## src/rtl/hdmi_cfg_pkg.sv

```systemverilog
// hdmi_cfg_pkg: shared types and constants for the ADV7513 configuration sequencer.
package hdmi_cfg_pkg;

    localparam logic [7:0] ADV7513_ADDR = 8'h72;

    typedef enum logic [1:0] {
        CMD_START_WR = 2'd0,
        CMD_WR       = 2'd1,
        CMD_STOP     = 2'd2
    } cmd_op_t;

    typedef enum logic [3:0] {
        IDLE, PWRUP, DEV, REG, DATA, STOP, NEXT, BACKOFF, DONE, FAIL
    } state_t;

    typedef struct packed {
        logic [7:0] reg_addr;
        logic [7:0] val;
    } cfg_entry_t;

endpackage

```

## src/rtl/hdmi_cfg_seq_rom.sv

```systemverilog
// adv7513_init_rom: fixed ADV7513 init table, index to (register, value).
module adv7513_init_rom
    import hdmi_cfg_pkg::*;
(
    input  logic [3:0] idx_i,
    output cfg_entry_t entry_o
);

    always_comb begin
        entry_o = {8'h00, 8'h00};
        case (idx_i)
            4'd0:  entry_o = {8'h41, 8'h10};
            4'd1:  entry_o = {8'h98, 8'h03};
            4'd2:  entry_o = {8'h9A, 8'hE0};
            4'd3:  entry_o = {8'h9C, 8'h30};
            4'd4:  entry_o = {8'h9D, 8'h61};
            4'd5:  entry_o = {8'hA2, 8'hA4};
            4'd6:  entry_o = {8'hA3, 8'hA4};
            4'd7:  entry_o = {8'hE0, 8'hD0};
            4'd8:  entry_o = {8'hF9, 8'h00};
            4'd9:  entry_o = {8'h15, 8'h00};
            4'd10: entry_o = {8'h16, 8'h30};
            4'd11: entry_o = {8'h18, 8'h46};
            4'd12: entry_o = {8'hAF, 8'h04};
            4'd13: entry_o = {8'h55, 8'h00};
            4'd14: entry_o = {8'h56, 8'h08};
            4'd15: entry_o = {8'hD6, 8'hC0};
            default: entry_o = {8'h00, 8'h00};
        endcase
    end

endmodule

```

## src/rtl/hdmi_cfg_seq.sv

```systemverilog
// hdmi_cfg_seq: walks the ADV7513 init table as byte-level I2C writes,
// retrying NACKed entries and reporting done/error status.
module hdmi_cfg_seq
    import hdmi_cfg_pkg::*;
#(
    parameter logic [7:0]  DEV_ADDR       = ADV7513_ADDR,
    parameter int          NUM_REGS       = 16,
    parameter int          MAX_RETRY      = 3,
    parameter logic [19:0] PWRUP_CYCLES   = 20'd200000,
    parameter logic [15:0] BACKOFF_CYCLES = 16'd1000
) (
    input  logic       clk,
    input  logic       rst_n,
    input  logic       start,
    input  logic       hpd,
    output logic       cmd_valid,
    input  logic       cmd_ready,
    output logic [1:0] cmd_op,
    output logic [7:0] cmd_data,
    input  logic       rsp_valid,
    input  logic       rsp_ack,
    output logic       busy,
    output logic       done,
    output logic       error,
    output logic [3:0] idx,
    output logic [1:0] retry_cnt
);

    localparam logic [3:0] LAST_IDX = 4'(NUM_REGS - 1);
    localparam logic [1:0] MAX_R    = 2'(MAX_RETRY);

    state_t      state_q, state_d;
    logic        phase_q, phase_d;
    logic        nack_q, nack_d;
    logic        abort_q, abort_d;
    logic [19:0] cnt_q, cnt_d;
    logic [3:0]  idx_q, idx_d;
    logic [1:0]  retry_q, retry_d;
    logic        done_q, done_d;
    logic        error_q, error_d;
    logic        hpd_s1_q, hpd_s2_q, hpd_p_q;
    cfg_entry_t  entry;

    adv7513_init_rom u_rom (.idx_i(idx_q), .entry_o(entry));

    wire hpd_rise  = hpd_s2_q & ~hpd_p_q;
    wire hpd_fall  = ~hpd_s2_q & hpd_p_q;
    wire trig      = start | hpd_rise;
    wire abort_now = abort_q | hpd_fall;

    // phase_q: 0 = issuing the command, 1 = waiting for its response
    always_comb begin
        state_d = state_q;
        phase_d = phase_q;
        nack_d  = nack_q;
        abort_d = abort_q;
        cnt_d   = cnt_q;
        idx_d   = idx_q;
        retry_d = retry_q;
        done_d  = done_q;
        error_d = error_q;
        case (state_q)
            IDLE, DONE, FAIL: if (trig) begin
                state_d = PWRUP;
                cnt_d   = PWRUP_CYCLES - 20'd1;
                phase_d = 1'b0;
                nack_d  = 1'b0;
                abort_d = 1'b0;
                idx_d   = '0;
                retry_d = '0;
                done_d  = 1'b0;
                error_d = 1'b0;
            end
            PWRUP: begin
                state_d = hpd_fall ? IDLE : cnt_q == '0 ? DEV : PWRUP;
                cnt_d   = cnt_q - 20'd1;
            end
            DEV, REG, DATA: begin
                abort_d = abort_now;
                if (!phase_q) phase_d = cmd_ready;
                else if (rsp_valid) begin
                    phase_d = 1'b0;
                    nack_d  = !rsp_ack;
                    state_d = (abort_now || !rsp_ack) ? STOP :
                              state_q == DEV ? REG : state_q == REG ? DATA : STOP;
                end
            end
            STOP: begin
                abort_d = abort_now;
                if (!phase_q) phase_d = cmd_ready;
                else if (rsp_valid) begin
                    phase_d = 1'b0;
                    cnt_d   = 20'(BACKOFF_CYCLES) - 20'd1;
                    state_d = abort_now ? IDLE : nack_q ? BACKOFF : NEXT;
                end
            end
            BACKOFF: begin
                cnt_d = cnt_q - 20'd1;
                if (hpd_fall) state_d = IDLE;
                else if (cnt_q == '0) begin
                    state_d = retry_q == MAX_R ? FAIL : DEV;
                    error_d = retry_q == MAX_R;
                    retry_d = retry_q == MAX_R ? retry_q : retry_q + 2'd1;
                    nack_d  = 1'b0;
                end
            end
            NEXT: begin
                retry_d = '0;
                state_d = hpd_fall ? IDLE : idx_q == LAST_IDX ? DONE : DEV;
                done_d  = !hpd_fall && idx_q == LAST_IDX;
                idx_d   = (!hpd_fall && idx_q != LAST_IDX) ? idx_q + 4'd1 : idx_q;
            end
            default: state_d = IDLE;
        endcase
    end

    always_ff @(posedge clk or negedge rst_n) begin
        if (!rst_n) begin
            state_q  <= IDLE;
            phase_q  <= 1'b0;
            nack_q   <= 1'b0;
            abort_q  <= 1'b0;
            cnt_q    <= '0;
            idx_q    <= '0;
            retry_q  <= '0;
            done_q   <= 1'b0;
            error_q  <= 1'b0;
            hpd_s1_q <= 1'b0;
            hpd_s2_q <= 1'b0;
            hpd_p_q  <= 1'b0;
        end else begin
            state_q  <= state_d;
            phase_q  <= phase_d;
            nack_q   <= nack_d;
            abort_q  <= abort_d;
            cnt_q    <= cnt_d;
            idx_q    <= idx_d;
            retry_q  <= retry_d;
            done_q   <= done_d;
            error_q  <= error_d;
            hpd_s1_q <= hpd;
            hpd_s2_q <= hpd_s1_q;
            hpd_p_q  <= hpd_s2_q;
        end
    end

    assign cmd_valid = (state_q inside {DEV, REG, DATA, STOP}) && !phase_q;
    assign cmd_op    = state_q == STOP ? CMD_STOP :
                       (state_q == REG || state_q == DATA) ? CMD_WR : CMD_START_WR;
    assign cmd_data  = state_q == DEV ? DEV_ADDR : state_q == REG ? entry.reg_addr :
                       state_q == DATA ? entry.val : 8'h00;
    assign busy      = !(state_q inside {IDLE, DONE, FAIL});
    assign done      = done_q;
    assign error     = error_q;
    assign idx       = idx_q;
    assign retry_cnt = retry_q;

endmodule

```

## config.mk

```make
export PLATFORM = sky130hd
export DESIGN_NAME = hdmi_cfg_seq
export DESIGN_NICKNAME = d
export VERILOG_FILES = /design/src/rtl/hdmi_cfg_pkg.sv /design/src/rtl/hdmi_cfg_seq_rom.sv /design/src/rtl/hdmi_cfg_seq.sv
export SDC_FILE = /design/constraint.sdc
export NUM_CORES = 1
export LEC_CHECK = 0
export CORE_UTILIZATION = 45
export DETAILED_ROUTE_END_ITERATION = 7
export HOLD_SLACK_MARGIN = 0.1
export PLACE_DENSITY = 0.67
export SLEW_MARGIN = 40
export SYNTH_ARGS = -nofsm -noshare
export SYNTH_HDL_FRONTEND = slang
export SYNTH_SLANG_ARGS = --single-unit
export TNS_END_PERCENT = 100
```

## constraint.sdc

```tcl
create_clock -name clk -period 2 [get_ports clk]
set_clock_uncertainty 0.1 [all_clocks]
set_input_delay 0.4 -clock clk [delete_from_list [all_inputs] [get_ports clk]]
set_output_delay 0.4 -clock clk [all_outputs]
set_load 0.005 [all_outputs]
```

# After elaboration in Yosys (flattened, before gate mapping)
# Memories as Yosys holds them, arrays and structs flattened.
# Index checks and enable logic that the tools add are counted.
word_totals:
  regBits: 38
  rom_bits: 256
  out_inout_bits: 20
  memories: 1
op_classes:
  add_sub_neg: 3
  eq_ne: 22
  muxes: 49
  bitwise_logic: 6
  n_reduce_logical: 31
memory_table:
  columns: ["name", "depth", "word_bits", "rd", "rd_ports_with_merged_regs", "wr", "line", "text"]
  rows:
  - ["(name not given)", 16, 16, 1, 0, 0, "hdmi_cfg_seq_rom.sv:11", "case (idx_i)"]
op_table:
  columns: ["operator", "count"]
  rows:
  - ["2-to-1 mux 20 bit", 3]
  - ["one-hot mux 20 bit (3 select lines)", 1]
  - ["2-to-1 mux 4 bit", 12]
  - ["2-to-1 mux 8 bit", 3]
  - ["one-hot mux 4 bit (6 select lines)", 1]
  - ["logical NOT 20 bit", 1]
  - ["subtractor 20 x 1 -> 20 bit, second input constant", 1]
  - ["!= test 2 bit, second input constant", 9]
  - ["equality test 4 x 3 -> 1 bit, second input constant", 4]
  - ["2-to-1 mux 2 bit", 7]
  - ["equality test 4 bit, second input constant", 3]
  - ["2-to-1 mux 1 bit", 12]
  - ["AND reduction 6 bit", 2]
  - ["nonzero test 3 bit", 4]
  - ["2-to-1 mux 3 bit", 3]
  - ["equality test 4 x 2 -> 1 bit, second input constant", 2]
  - ["one-hot mux 1 bit (2 select lines)", 4]
  - ["one-hot mux 4 bit (2 select lines)", 1]
  - ["AND reduction 4 bit", 2]
  - ["one-hot mux 2 bit (3 select lines)", 1]
  - ["nonzero test 2 bit", 3]
  - ["OR reduction 3 bit", 2]
  - ["AND reduction 5 bit", 1]
  - ["adder 4 x 1 -> 4 bit, second input constant", 1]
  - ["other kinds (18)", 28]

# Longest topological paths before layout
logic_depth:
  word_depth: 8
  depth_mapped: 8

# Modules after synthesis
# A second synthesis with hierarchy kept.
unflattened:
  hier_cells: 342
  area_unflattened_um2: 2834.0
modules_own_cells:
  columns: ["module", "instances", "cells_per_inst", "area_per_inst_um2", "seq_area_each_um2"]
  rows:
  - ["hdmi_cfg_seq", 1, 279, 2404.8, 950.9]
  - ["adv7513_init_rom", 1, 63, 429.2, 0.0]

# Worst setup path before layout
# Ideal clock, no wire load.
synth_path:
  path_type: "register -> output"
  startpoint: "register idx_q[0] (netlist: idx[0])"
  endpoint: "output cmd_data[6]"
  arrival_time_ns: 1.731
  required_ns: 1.500
  setup_slack_ns: -0.231
  stages_incl_launch_ff: 8
  path_buffers: 0
  cell_sequence: "dfrtp_1 ha_1 ha_1 or3b_2 o311ai_0 a21oi_1 a21oi_1 nor2_1"
synth_via:
  elab_chain_cells: 4
synth_rtl:
  columns: ["element", "line", "text"]
  rows:
  - ["start: declaration", "hdmi_cfg_seq.sv:37", "logic [3:0] idx_q, idx_d;"]
  - ["start signal: assignment", "hdmi_cfg_seq.sv:137", "idx_q <= idx_d;"]
  - ["memory read (16 x 16 bit) *", null, null]
  - ["2-to-1 mux 8 bit", "hdmi_cfg_seq.sv:151", "state_q == DATA ? entry.val : 8'h00;"]
  - ["2-to-1 mux 8 bit * (2 in series)", "hdmi_cfg_seq.sv:150", "assign cmd_data = state_q == DEV ? DEV_ADDR : state_q == REG ? entry.reg_addr :"]
  - ["end: declaration", "hdmi_cfg_seq.sv:19", "output logic [7:0] cmd_data,"]
# Mark *: on every way between the ends. The rest lies on a longest branch, timed or not.

# Worst setup path in the final report
layout_path:
  startpoint: "register idx_q[1] (netlist: idx[1])"
  endpoint: "output cmd_data[6]"
# Same word-level chain as after synthesis.

==> out/results.ini <==
[setup_path]
critPathTopFamily=flip-flops
arrival_ns=2.04
worstPathCellList=ha_4 > ha_4 > or3b_4 > o311ai_4 > a21oi_2 > a21oi_1 > nor2_1 > buf_2
start_kind=register
crit_path_frequent_cell=ha_4
cpPeakStageDelay_ns=0.46
path_buf_inv=1
cp_slowest_cell=dfrtp_2
worstSetupEndpointType=output pin
required_ns=1.50
critical_path_class=reg -> out
critical_path_peak_fanout=4

[timing]
worst_pin_slew_ns=0.505
slew_viol_final=0
fin_ws_ns=-0.538
period_needed_ns=2.54
setup_viol=38
fin_crit_sh=1.27
maxSlewHeadroom=0.663
finalHoldViolations=0
rsz0062_at_grt=true
max_freq_mhz=394

[clocking]
cts_buffer_depth=2
cts_made_buffers=5
cts_tree=yes
numClockSinks=38
cts-root-buf=clkbuf_8
clk_pin_slew_ns=0.07
insertion_delay_ns=0.30
cts_max_level=2

[placed_design]
dp_hpwl_mm=6.12
dp_cells=528
io_buffer_count=26
place.gp.congestion=0.912

[yosys]
synth_top_area_share=0.318
ys_async_sr_fraction=1.00
ys_seq_elements=38
synth_area_leaders=dfrtp_1, ha_1, o21ai_0
yosys_warnings=0
syn_avg_cell_area_um2=8.51
synth-edff-count=0
ys_seq_area_frac=0.318
syn-instance-count=351
yosys.area.top_type=dfrtp_1
syn_nets=372
syn_area_um2=2990
synthFlopType=dfrtp_1
yosysUniqueCellTypes=67

[outcome]
status=finished, violations left
violations=negative setup slack

[drt]
drt-vias-per-instance=6.09
first_pass_iters=5
postRouteAntennaNets=0
drt-total-wl_mm=11.3
wl_per_cell_um=19.6
drtIter0Drc=229
vias=3504
drc=0

[floorplan]
rows=29
fp.dieH_um=83.5
num_io_pins=27
initial_core_util=0.468
die_x_um=83.5
coreArea_um2=6390
dieArea_um2=6970

[global_route]
grt_pass1_vias=3253
gr-total-overflow=0
grt_start_max_net_pins=39
grt_pass1_wl_mm=15.9
grt.total_usage=0.285
antenna_found_initial=0

[finish]
final_cell_mix=buf_4, dfrtp_1, nor2_1, buf_6, nand2_1
mostFrequentLayoutCell=buf_4
drive_gt1_frac=0.534
post-route-util=0.786
nets=519
diodes=0
instances_no_fill=575
areaGrowthSynthToFinish_pct=68.0

[pwr]
powerDensity_nw_per_um2=1120
ir_drop_mv=0.667
finalPower_mw=5.61
p_leak_nw=2.20

[min_path]
worstHoldPathType=reg -> reg

[job]
drv_cap=0

state kept, by name (all words and copies together) (netlist names), 2 cells and up:
signal,count
cnt_q,20
idx,4
retry_cnt,2
state_q,4
cells by family (layout without fill, tap and decap cells):
kind of cell	after synthesis	after routing	synth area share
adders and majority gates	14	14	0.0586
muxes	7	7	0.0251
AOI/OAI and AO/OA	112	112	0.246
xor gates and xnor gates	2	2	0.00586
and+or+nand+nor	145	145	0.281
buffers and inverters	33	180	0.0653
DFF	38	38	0.318
synth_stat cells, drive strengths merged (4+ instances only):
library cell  count
o211ai            4
nor2b             8
clkbuf           14
dfrtp            38
a31oi             9
nand2            28
ha               14
o22ai             4
a21oi            24
mux2              4
o31ai             7
nor2             38
nand3            16
inv              14
buf               5
nor4b             4
or3               4
o21ai            33
nand2b            7
nor3             14
per-stage QoR:
| step | setup WS, ns | area (um2) | TNS [ns] | hold WS, ns |
|---|---|---|---|---|
| 2_1_floorplan | -0.00897 | 3030 | -0.00897 | 0.00441 |
| 3_3_place_gp | -0.446 | 3940 | -5.34 | 0.231 |
| 3_5_place_dp | -0.465 | 3940 | -5.67 | 0.249 |
| 4_1_cts | -0.447 | 4540 | -4.56 | 0.265 |
| 5_1_grt | -0.586 | 5020 | -7.55 | 0.268 |
| 6_report | -0.538 | 5020 | -5.43 | 0.260 |
where the power goes:
group / total (mW) / switching (mW) / leakage (nW) / internal [mW]
Combinational: 3.87 / 1.99 / 1.68 / 1.89
Clock: 0.524 / 0.290 / 0.0438 / 0.235
Sequential: 1.21 / 0.238 / 0.475 / 0.971
Total: 5.61 / 2.51 / 2.20 / 3.09
area by class of cell:
class | count | area (um2)
tap | 77 | 96.3
sequential | 38 | 955
multi-input combinational | 280 | 2500
inverter | 14 | 57.6
timing repair buffer | 159 | 1330
clock inverter | 2 | 10.0
fill | 371 | 1370
clock buffer | 5 | 68.8
routing by layer:
metal | track usage | share of wire | up-vias
li1 | - | - | 1595
met1 | 0.353 | 0.42 | 1739
met2 | 0.499 | 0.51 | 134
met3 | 0.0465 | 0.039 | 36
met4 | 0.106 | 0.034 | 0
met5 | 0 | 0 | -
worst register-to-register path, delay by kind of cell (launching register included):
kind	cells	cell delay, ns
AND/OR/NAND/NOR	3	0.39
buffers and inverters	4	0.57
multiplexers	1	0.30
AO/OA/AOI/OAI	1	0.31
flip-flops	1	0.41
worst paths after layout:
path | endpoint | from | cells after the start | slack, ns
max reg2reg | state_q[1] | state_q[2] | 9 | -0.22
min in group asynchronous | phase_q | rst_n | 3 | 0.57
max | cmd_data[6] | idx[1] | 8 | -0.54
min reg2reg | hpd_s2_q | hpd_s1_q | 0 | 0.26
min | hpd_s2_q | hpd_s1_q | 0 | 0.26
max in group asynchronous | idx[1] | rst_n | 3 | 0.83
what timing repair did:
action,in CTS,in global routing
setup buffers,26,21
setup endpoints to repair,35,48
pin swaps,31,35
hold buffers,1,0
hold endpoints to repair,38,0
resized for setup,131,100
Note: power is estimated with default switching activity, not from simulation.
